**config.mk**
```make
export PLATFORM = sky130hd
export DESIGN_NAME = ps2_command_parser
export DESIGN_NICKNAME = d
export VERILOG_FILES = /design/src/rtl/ps2_cmd_pkg.sv /design/src/rtl/ps2_decimal_accumulator.sv /design/src/rtl/ps2_command_parser.sv
export SDC_FILE = /design/constraint.sdc
export NUM_CORES = 1
export LEC_CHECK = 0
export ABC_AREA = 1
export ABC_CLOCK_PERIOD_IN_PS = 5300
export BUFFER_PORTS_ARGS = -buffer_cell sky130_fd_sc_hd__buf_4
export CORE_AREA = 2 2 261 263
export CTS_BUF_LIST = sky130_fd_sc_hd__clkbuf_16
export DETAILED_ROUTE_END_ITERATION = 10
export DIE_AREA = 0 0 263 265
export PLACE_DENSITY = 0.5
export SETUP_SLACK_MARGIN = 0.5
export SLEW_MARGIN = 20
export SYNTH_ARGS = -nofsm -noshare
export SYNTH_HDL_FRONTEND = slang
export SYNTH_HIERARCHICAL = 1
export SYNTH_SLANG_ARGS = --single-unit
```
**constraint.sdc**
```tcl
create_clock -name clock -period 5.3 [get_ports clock]
set_input_delay 0.53 -clock clock [delete_from_list [all_inputs] [get_ports clock]]
set_output_delay 0.53 -clock clock [all_outputs]
set_load 0.01 [all_outputs]
```
**src/rtl/ps2_cmd_pkg.sv**
```systemverilog
// ps2_cmd_pkg: shared definitions for the PS/2 command parser.
// Holds the parser FSM state encoding, the command-letter encoding and
// the ASCII constants the grammar is built from.
package ps2_cmd_pkg;

    typedef enum logic [2:0] {
        ST_IDLE,
        ST_CMD,
        ST_PRE_SP,
        ST_DIGIT,
        ST_POST_SP
    } state_t;

    typedef enum logic [1:0] {
        CMD_NONE,
        CMD_VEL,
        CMD_ANG,
        CMD_FIRE
    } cmd_t;

    localparam logic [7:0] CH_NUL  = 8'h00;
    localparam logic [7:0] CH_SP   = 8'h20;
    localparam logic [7:0] CH_0    = 8'h30;
    localparam logic [7:0] CH_9    = 8'h39;
    localparam logic [7:0] CH_A_UP = 8'h41;
    localparam logic [7:0] CH_A_LO = 8'h61;
    localparam logic [7:0] CH_V_UP = 8'h56;
    localparam logic [7:0] CH_V_LO = 8'h76;
    localparam logic [7:0] CH_F_UP = 8'h46;
    localparam logic [7:0] CH_F_LO = 8'h66;

    function automatic logic is_digit(input logic [7:0] c);
        return (c >= CH_0) && (c <= CH_9);
    endfunction

endpackage

```
**src/rtl/ps2_decimal_accumulator.sv**
```systemverilog
// ps2_decimal_accumulator: saturating decimal accumulator.
// Ports:
//   clock, resetn  - rising-edge clock, synchronous active-low reset
//   clear          - zero the accumulator (priority over digit_en)
//   digit_en       - fold digit into accumulator: acc*10 + digit
//   digit[3:0]     - decimal digit value 0..9
//   max_value[31:0]- saturation limit; acc never exceeds it
//   acc[31:0]      - registered accumulator value
module ps2_decimal_accumulator (
    input  logic        clock,
    input  logic        resetn,
    input  logic        clear,
    input  logic        digit_en,
    input  logic [3:0]  digit,
    input  logic [31:0] max_value,
    output logic [31:0] acc
);

    // 36 bits holds (2^32-1)*10+9 without overflow.
    logic [35:0] next_wide;
    logic [31:0] next_acc;

    always_comb begin
        next_wide = {4'd0, acc} * 36'd10 + {32'd0, digit};
        if (next_wide > {4'd0, max_value})
            next_acc = max_value;
        else
            next_acc = next_wide[31:0];
    end

    always_ff @(posedge clock) begin
        if (!resetn)
            acc <= '0;
        else if (clear)
            acc <= '0;
        else if (digit_en)
            acc <= next_acc;
    end

endmodule

```
**src/rtl/ps2_command_parser.sv**
```systemverilog
// ps2_command_parser: walks a captured 32-char keyboard line one char per
// clock and applies V<n> / A<n> / F commands.
// Ports:
//   clock, resetn      - rising-edge clock, synchronous active-low reset
//   line_content[255:0]- ASCII line, char 0 in [255:248]
//   line_ready         - level; rising edge starts a parse when idle
//   velocity, angle    - registered command values
//   fire               - one-cycle pulse on accepted F command
//   cmd_valid          - one-cycle pulse on any accepted command
//   cmd_error          - one-cycle pulse on rejected line
//   busy               - high while a line is being parsed
module ps2_command_parser
    import ps2_cmd_pkg::*;
#(
    parameter logic [31:0] VEL_MAX  = 32'd100,
    parameter logic [31:0] ANG_MAX  = 32'd90,
    parameter logic [31:0] VEL_INIT = 32'd0,
    parameter logic [31:0] ANG_INIT = 32'd45
) (
    input  logic         clock,
    input  logic         resetn,
    input  logic [255:0] line_content,
    input  logic         line_ready,
    output logic [31:0]  velocity,
    output logic [31:0]  angle,
    output logic         fire,
    output logic         cmd_valid,
    output logic         cmd_error,
    output logic         busy
);

    state_t       state_q, state_d;
    cmd_t         cmd_q, cmd_d;
    logic [255:0] line_q;
    logic         ready_q;
    logic         rise;
    logic [7:0]   ch;
    logic         at_end;

    logic         acc_clr, acc_en;
    logic [31:0]  acc, acc_max;
    logic         set_vel, set_ang, fire_d, valid_d, error_d;

    assign rise   = line_ready & ~ready_q;
    assign ch     = line_q[255:248];
    // The shift register fills with zeros, so after 32 chars have been
    // consumed the top byte reads as NUL: one test covers both end cases.
    assign at_end = (ch == CH_NUL);
    assign busy   = (state_q != ST_IDLE);
    assign acc_max = (cmd_q == CMD_ANG) ? ANG_MAX : VEL_MAX;

    ps2_decimal_accumulator u_acc (
        .clock    (clock),
        .resetn   (resetn),
        .clear    (acc_clr),
        .digit_en (acc_en),
        .digit    (ch[3:0]),
        .max_value(acc_max),
        .acc      (acc)
    );

    always_comb begin
        state_d = state_q;
        cmd_d   = cmd_q;
        acc_clr = 1'b0;
        acc_en  = 1'b0;
        set_vel = 1'b0;
        set_ang = 1'b0;
        fire_d  = 1'b0;
        valid_d = 1'b0;
        error_d = 1'b0;

        case (state_q)
            ST_IDLE: begin
                if (rise) begin
                    state_d = ST_CMD;
                    acc_clr = 1'b1;
                end
            end
            ST_CMD: begin
                if (at_end) begin
                    state_d = ST_IDLE;
                end else if (ch == CH_V_UP || ch == CH_V_LO) begin
                    cmd_d   = CMD_VEL;
                    state_d = ST_PRE_SP;
                end else if (ch == CH_A_UP || ch == CH_A_LO) begin
                    cmd_d   = CMD_ANG;
                    state_d = ST_PRE_SP;
                end else if (ch == CH_F_UP || ch == CH_F_LO) begin
                    cmd_d   = CMD_FIRE;
                    state_d = ST_POST_SP;
                end else begin
                    error_d = 1'b1;
                    state_d = ST_IDLE;
                end
            end
            ST_PRE_SP: begin
                if (is_digit(ch)) begin
                    acc_en  = 1'b1;
                    state_d = ST_DIGIT;
                end else if (ch != CH_SP) begin
                    error_d = 1'b1;
                    state_d = ST_IDLE;
                end
            end
            ST_DIGIT: begin
                if (at_end) begin
                    state_d = ST_IDLE;
                    valid_d = 1'b1;
                    set_vel = (cmd_q == CMD_VEL);
                    set_ang = (cmd_q == CMD_ANG);
                end else if (is_digit(ch)) begin
                    acc_en = 1'b1;
                end else if (ch == CH_SP) begin
                    state_d = ST_POST_SP;
                end else begin
                    error_d = 1'b1;
                    state_d = ST_IDLE;
                end
            end
            ST_POST_SP: begin
                if (at_end) begin
                    state_d = ST_IDLE;
                    valid_d = 1'b1;
                    set_vel = (cmd_q == CMD_VEL);
                    set_ang = (cmd_q == CMD_ANG);
                    fire_d  = (cmd_q == CMD_FIRE);
                end else if (ch != CH_SP) begin
                    error_d = 1'b1;
                    state_d = ST_IDLE;
                end
            end
            default: state_d = ST_IDLE;
        endcase
    end

    always_ff @(posedge clock) begin
        if (!resetn) begin
            state_q   <= ST_IDLE;
            cmd_q     <= CMD_NONE;
            line_q    <= '0;
            ready_q   <= 1'b0;
            velocity  <= VEL_INIT;
            angle     <= ANG_INIT;
            fire      <= 1'b0;
            cmd_valid <= 1'b0;
            cmd_error <= 1'b0;
        end else begin
            state_q   <= state_d;
            cmd_q     <= cmd_d;
            ready_q   <= line_ready;
            fire      <= fire_d;
            cmd_valid <= valid_d;
            cmd_error <= error_d;
            if (state_q == ST_IDLE) begin
                if (rise)
                    line_q <= line_content;
            end else begin
                line_q <= {line_q[247:0], 8'h00};
            end
            if (set_vel)
                velocity <= acc;
            if (set_ang)
                angle <= acc;
        end
    end

endmodule

```
==> results of run 1 <==
## stage by stage
step	utilization [%]	TNS, ns	hold WS (ns)
2_1_floorplan	-	0	0.4301
6_report	38.23	0	0.1489
3_3_place_gp	34.70	-6.901	0.4369
3_5_place_dp	34.70	-5.867	0.4391
5_1_grt	38.22	0	0.1398
4_1_cts	37.27	0	0.1170
## sequential cells by signal, indices dropped and copies added (netlist names)
name and count:
angle 32, cmd_error 1, cmd_q 2, cmd_valid 1, fire 1, line_q 256
ready_q 1, state_q 3, u_acc/acc 32, velocity 32
## critical path: cells and delay by family, from the launching register on
| family | cells | cell delay, ns |
|---|---|---|
| adder cells (fa/ha/maj) | 4 | 1.16 |
| AO/OA/AOI/OAI | 3 | 0.43 |
| XOR/XNOR | 1 | 0.22 |
| AND/OR/NAND/NOR | 18 | 1.93 |
| buffers and inverters | 5 | 0.54 |
| flip-flops | 1 | 0.36 |
## placed cells by master, fill, tap and decap left out, types with 12 or more instances in the layout
cell	synthesis	routed
sky130_fd_sc_hd__a21oi_1	139	137
sky130_fd_sc_hd__a22oi_1	39	39
sky130_fd_sc_hd__a31oi_1	211	210
sky130_fd_sc_hd__buf_4	9	371
sky130_fd_sc_hd__clkbuf_16	0	49
sky130_fd_sc_hd__conb_1	2	28
sky130_fd_sc_hd__dfxtp_1	361	340
sky130_fd_sc_hd__dfxtp_2	0	14
sky130_fd_sc_hd__ha_1	95	74
sky130_fd_sc_hd__inv_1	279	285
sky130_fd_sc_hd__inv_2	32	34
sky130_fd_sc_hd__nand2_1	1155	1134
sky130_fd_sc_hd__nand2_2	43	58
sky130_fd_sc_hd__nand3_1	136	129
sky130_fd_sc_hd__nand3_2	11	16
sky130_fd_sc_hd__nand4_1	24	24
sky130_fd_sc_hd__nor2_1	139	127
sky130_fd_sc_hd__nor2_2	16	23
sky130_fd_sc_hd__nor2_4	21	26
sky130_fd_sc_hd__o21ai_0	35	35
sky130_fd_sc_hd__xor2_2	0	12
## routing by layer
layer  global-route usage [%]  routed length [um]
met1                    24.21               30730
met2                    32.02               32920
met3                    5.341                4685
met4                    5.761                1859
met5                        0                 158
## final cells by class
| type | instances | share of cell area, % |
|---|---|---|
| Antenna cell | 7 | 0.06859 |
| Clock buffer | 45 | 4.410 |
| Clock inverter | 39 | 1.578 |
| Inverter | 315 | 4.659 |
| Multi-Input combinational cell | 2167 | 44.55 |
| Sequential cell | 361 | 28.47 |
| Tap cell | 873 | 4.277 |
| Timing Repair Buffer | 384 | 11.98 |
## cells by family after synthesis
kind of cell,count (synthesis)
AOI/OAI and AO/OA,433
xor gates and xnor gates,23
adders and majority gates,97
buffers and inverters,461
DFF,361
other,2
and+or+nand+nor,1586
## where the power goes
part	internal (uW)	leakage, uW	switching, uW
combinational	266	0.00752	383
sequential	2840	0.00296	74.0
clock	1860	0.000768	1330
## how the worst max path moves through the flow
stage	startpoint	to	slack, ns	cells after the start
finish	u_acc/acc[1]	u_acc/acc[6]	0.57	31
global route	u_acc/acc[1]	u_acc/acc[17]	0.28	31
detailed placement	u_acc/acc[2]	u_acc/acc[6]	-0.26	35
CTS	u_acc/acc[3]	u_acc/acc[3]	0.51	37
floorplan	u_acc/acc[1]	u_acc/acc[10]	0.89	32
global placement	u_acc/acc[2]	u_acc/acc[9]	-0.25	31
## repair_timing
item | CTS | global route
cloned | 0 | 5
hold buffers | 0 | 0
endpoints found under the setup margin | 32 | 32
pin swaps | 8 | 41
buffers inserted | 5 | 17
resized for setup | 43 | 92
==> results.py, run 1 <==
metrics = {
    "clock_network": {
        "worstSkewPairLatency_ns": 0.61,
        "cts_tree": "yes",
        "clk_path_buf_depth": 3,
        "htree_levels": 2,
        "clk_root_buffer_cell": "sky130_fd_sc_hd__clkbuf_16",
        "cts_buffers": 45,
        "clock_sinks": 361,
        "cts.reportedPaths.clkPinSlew_ns": 0.06,
    },
    "sta": {
        "worst_slack_ns": 0.5673,
        "min_period_over_period_pct": 89.30,
        "report.final.setup_viol": 0,
        "timing_worst_slew_pin_value_ns": 1.016,
        "slew_violations": 0,
        "finalClockSkew_ns": 0.03760,
        "slew-limit-headroom_pct": 32.24,
        "rsz0062_at_grt": "yes",
        "max_freq_ghz": 0.2113,
        "post-route-min-period_ns": 4.733,
        "finalHoldViolCount": 0,
    },
    "worst_setup_path": {
        "reg2reg_depth": 31,
        "worst_ep_required_time_ns": 5.84,
        "r2r_slack_ns": 0.57,
        "slowest_delay_ns": 0.46,
        "rr_startpoint": "u_acc/acc[1]",
        "crit_path_frequent_cell": "sky130_fd_sc_hd__nor2_4",
        "critical_path.endpoint_type": "flip-flop",
        "worst_ep_arrival_time_ns": 5.27,
        "critical_path.max_fanout": 7,
        "reg2reg_to": "u_acc/acc[6]",
        "worst_setup_path_start_kind": "flip-flop",
        "crit_type": "reg2reg",
        "slowest_stage": "sky130_fd_sc_hd__fa_2",
    },
    "logic_synthesis": {
        "post_synth_fa_ha_maj_area_fraction_pct": 6.178,
        "syn_area_um2": 19890,
        "synth_ff_type": "sky130_fd_sc_hd__dfxtp_1",
        "area_share_of_and_or_nand_nor_cells_after_synthesis_pct": 34.25,
        "postSynthCellCount": 2963,
        "synth.top_cells.by_area": "sky130_fd_sc_hd__dfxtp_1, sky130_fd_sc_hd__nand2_1, sky130_fd_sc_hd__a31oi_1",
        "synth-compound-area-share_pct": 12.82,
        "netlist_top_cells_count": "sky130_fd_sc_hd__nand2_1, sky130_fd_sc_hd__dfxtp_1, sky130_fd_sc_hd__inv_1, sky130_fd_sc_hd__a31oi_1",
        "synth.most_common_cell": "sky130_fd_sc_hd__nand2_1",
        "synth.mux.area_fraction_pct": 0,
        "synth_cell_types": 43,
        "synth_top_area_cell": "sky130_fd_sc_hd__dfxtp_1",
        "synth_top_area_share_pct": 36.34,
        "synthesis.yosys.warnings": 6,
        "synth_sequential_area_ratio_pct": 36.34,
        "synth-edff-count": 0,
        "synth_xor_xnor_area_share_pct": 1.013,
        "post_synth_arst_share_pct": 0,
        "dominant_combinational_cell_family_by_area_after_synthesis": "simple AND/OR/NAND/NOR gates",
        "syn-mean-instance-area_um2": 6.712,
        "synth-seq-cells": 361,
    },
    "placement": {
        "placement.io_buffers": 326,
        "placement.cell_area_um2": 23180,
        "place_ws_ns": -0.2561,
        "place_hpwl_mm": 50.18,
        "gp_routability_congestion": 0.8983,
        "placed_cells_incl_taps": 4073,
    },
    "layout": {
        "layout.cell_area.non_filler_um2": 25540,
        "fraction_of_layout_instances_using_a_drive_strength_above_1_pct": 21.08,
        "area_growth_pct": 28.41,
        "multi_input_combinational_cell_area_um2": 11380,
        "layout.area.seq_um2": 7271,
        "finalNetCount": 3630,
        "final-instance-count-excl-fill": 4191,
        "number_of_filler_cells_placed_in_the_layout": 7269,
    },
    "worst_hold_path": {
        "holdCritPathClass": "in2reg",
        "timing.hold.worst_endpoint": "ready_q",
        "min-delay-start": "line_ready",
        "holdPathStages": 3,
    },
    "floorplan": {
        "initial_core_util_pct": 29.77,
        "die-area_um2": 69700,
        "placement_row_count": 95,
        "die_w_um": 263,
        "floorplan.io_pins": 327,
        "core_um2": 66800,
        "dieHeight_um": 265,
    },
    "pwr": {
        "totalPowerFinal_uw": 6752,
        "max-vdd-ir-drop_uv": 268.0,
        "power_per_cell_area_nw_per_um2": 264.4,
        "p_leak_uw": 0.01125,
    },
    "global_routing": {
        "grt_antenna_before_repair": 18,
        "grt.overflow.total": 0,
        "grt_pass1_wl_mm": 106.6,
        "first_global_vias": 18950,
        "globalRouteTotalUtil_pct": 19.25,
        "largest_net_degree_at_the_start_of_global_routing": 155,
    },
    "drt": {
        "routed_wl_mm": 70.36,
        "drc": 0,
        "antenna_left": 0,
        "drt_pre_antenna_iters": 5,
        "via_per_inst": 4.703,
        "route.vias.total": 19710,
        "drt-wirelength-per-cell_um": 16.79,
        "initialDrtViolationCount": 1371,
    },
    "flow_run": {
        "max-cap-violations": 0,
    },
    "outcome": {
        "status": "completed",
    },
}
Power figures use the tool's default switching activity.
==> run 2: changes to the inputs <==
--- a/config.mk
+++ b/config.mk
@@ -7,12 +7,12 @@
 export LEC_CHECK = 0
 export ABC_AREA = 1
 export ABC_CLOCK_PERIOD_IN_PS = 5300
-export BUFFER_PORTS_ARGS = -buffer_cell sky130_fd_sc_hd__buf_4
 export CORE_AREA = 2 2 261 263
 export CTS_BUF_LIST = sky130_fd_sc_hd__clkbuf_16
 export DETAILED_ROUTE_END_ITERATION = 10
 export DIE_AREA = 0 0 263 265
-export PLACE_DENSITY = 0.5
+export DONT_BUFFER_PORTS = 1
+export PLACE_DENSITY = 0.45
 export SETUP_SLACK_MARGIN = 0.5
 export SLEW_MARGIN = 20
 export SYNTH_ARGS = -nofsm -noshare
==> run 2 against run 1 <==
First-iteration DRC count fell by 19%. Final cell count shrank 7.2%. Critical path depth up 4. Combinational power shrank 22%. Die area stayed put. Core utilization decreased by 3.3 points. Global-route usage is 0.17 points lower. Cell area is 8.5% lower. Count of clock-buffer cells in the layout down 3. Critical endpoint is now u_acc/acc[9]. Maximum frequency grew 0.92%. Sequential power is essentially flat.
==> results.py, run 2 (synthesized netlist as in run 1, its figures left out) <==
metrics = {
    "layout": {
        "finalNetCount": 3339,
        "layout.cells.most_common_list": "sky130_fd_sc_hd__nand2_1, sky130_fd_sc_hd__dfxtp_1, sky130_fd_sc_hd__inv_1",
        "fraction_of_layout_instances_using_a_drive_strength_above_1_pct": 14.00,
        "layout.area.seq_um2": 7279,
        "largest_reg_flops": 256,
        "largest_register": "line_q",
        "final-instance-count-excl-fill": 3889,
        "number_of_filler_cells_placed_in_the_layout": 7216,
        "multi_input_combinational_cell_area_um2": 11630,
        "area_growth_pct": 17.45,
        "most_frequent_standard_cell_in_the_layout_excluding_fill_and_tap_cells": "sky130_fd_sc_hd__nand2_1",
    },
    "global_routing": {
        "globalRouteTotalUtil_pct": 19.08,
        "grt_antenna_before_repair": 11,
        "grt_pass1_wl_mm": 105.5,
        "largest_net_degree_at_the_start_of_global_routing": 151,
        "first_global_vias": 18440,
        "grt.overflow.total": 0,
    },
    "clock_network": {
        "cts.reportedPaths.clkPinSlew_ns": 0.06,
        "htree_levels": 2,
        "worstSkewPairLatency_ns": 0.59,
        "clk_path_buf_depth": 3,
        "cts-hold-fix-buffers": 0,
        "cts_buffers": 42,
        "clock_sinks": 361,
        "clk_root_buffer_cell": "sky130_fd_sc_hd__clkbuf_16",
        "cts_tree": "yes",
    },
    "floorplan": {
        "dieHeight_um": 265,
        "core_um2": 66800,
        "initial_core_util_pct": 29.77,
        "die_w_um": 263,
        "placement_row_count": 95,
        "die-area_um2": 69700,
        "floorplan.io_pins": 327,
    },
    "worst_hold_path": {
        "min-delay-start": "line_ready",
        "timing.hold.worst_endpoint": "ready_q",
        "holdPathStages": 2,
        "holdCritPathClass": "in2reg",
    },
    "placement": {
        "placement.io_buffers": 0,
        "gp_routability_congestion": 0.8935,
        "placed_cells_incl_taps": 3776,
        "place_hpwl_mm": 50.98,
    },
    "worst_setup_path": {
        "slowest_stage": "sky130_fd_sc_hd__fa_2",
        "worst_ep_required_time_ns": 5.79,
        "rr_startpoint": "u_acc/acc[3]",
        "reg2reg_depth": 35,
        "reg2reg_to": "u_acc/acc[9]",
        "worst_ep_arrival_time_ns": 5.17,
        "r2r_slack_ns": 0.61,
        "slowest_delay_ns": 0.45,
        "crit_type": "reg2reg",
        "critical_path.max_fanout": 5,
        "worst_setup_path_start_kind": "flip-flop",
        "crit_path_frequent_cell": "sky130_fd_sc_hd__nand2_1",
        "critical_path.endpoint_type": "flip-flop",
    },
    "sta": {
        "timing_worst_slew_pin_value_ns": 1.069,
        "min_period_over_period_pct": 88.48,
        "rsz0062_at_grt": "yes",
        "max_freq_ghz": 0.2132,
        "finalClockSkew_ns": 0.03914,
        "report.final.setup_viol": 0,
        "finalHoldViolCount": 0,
        "slew-limit-headroom_pct": 28.71,
        "post-route-min-period_ns": 4.690,
        "slew_violations": 0,
    },
    "drt": {
        "initialDrtViolationCount": 1104,
        "via_per_inst": 4.878,
        "route.vias.total": 18970,
        "routed_wl_mm": 69.15,
        "drt_pre_antenna_iters": 5,
        "antenna_left": 0,
        "drt-wirelength-per-cell_um": 17.78,
        "drc": 0,
    },
    "pwr": {
        "power_per_cell_area_nw_per_um2": 261.8,
        "totalPowerFinal_uw": 6114,
        "p_leak_uw": 0.009766,
        "max-vdd-ir-drop_uv": 218.5,
    },
    "outcome": {
        "status": "completed",
    },
    "flow_run": {
        "max-cap-violations": 0,
    },
}
-- run 2: stage by stage --
| stage | util, % | hold slack (ns) | setup TNS (ns) | area [um2] | setup slack, ns |
|---|---|---|---|---|---|
| after CTS | 33.92 | 0.006153 | 0 | 22660 | 0.5067 |
| after global routing | 34.96 | 0.02908 | 0 | 23360 | 0.2803 |
| after detailed placement | 31.37 | 0.4583 | -0.01153 | 20950 | -0.007434 |
| final | 34.96 | 0.04792 | 0 | 23360 | 0.6104 |
| after floorplan | - | 0.4301 | 0 | 19980 | 0.8906 |
| after global placement | 31.37 | 0.4522 | 0 | 20950 | 0.002736 |
-- run 2: worst max path at each step --
stage,startpoint,endpoint,slack (ns)
after global placement,u_acc/acc[19],u_acc/acc[4],0.003
after CTS,u_acc/acc[19],u_acc/acc[20],0.51
final,u_acc/acc[3],u_acc/acc[9],0.61
after global routing,u_acc/acc[1],u_acc/acc[20],0.28
after detailed placement,u_acc/acc[19],u_acc/acc[19],-0.007
after floorplan,u_acc/acc[1],u_acc/acc[10],0.89
-- run 2: where the power goes --
group | switching [uW] | internal [uW]
sequential | 76.9 | 2840
combinational | 348 | 157
clock | 1240 | 1450
total | 1660 | 4450
-- run 2: routing by layer --
metal  global-route usage, %  part of all wire (%)  wire length [um]  up-vias
li1                        -                     -                 -     9550
met1                   23.67                    43             29740     8875
met2                   32.75                    48             33300      434
met3                   5.276                   6.8              4714       92
met4                   4.386                   1.8              1249       20
met5                       0                  0.21               148        -
-- run 2: layout make-up --
| type | instances | area share [%] |
|---|---|---|
| multi-input combinational | 2167 | 49.80 |
| inverter | 315 | 5.095 |
| antenna | 1 | 0.01071 |
| tap | 873 | 4.677 |
| sequential | 361 | 31.17 |
| clock inverter | 34 | 0.9161 |
| clock buffer | 42 | 4.500 |
| timing repair buffer | 96 | 3.830 |
-- run 2: repair_timing --
item | 4_1_cts | 5_1_grt
gates cloned | 1 | 2
resized for setup | 71 | 118
buffers inserted | 21 | 12
pin swaps | 42 | 55
endpoints found under the setup margin | 32 | 32
-- run 2: worst max-delay path: cells and delay by family, from the launching register on --
family,cells,cell delay [ns]
simple gates,23,2.26
buf+inv,6,0.54
xor+xnor,1,0.22
compound gates,1,0.14
flops,1,0.36
fa+ha+maj,4,1.12
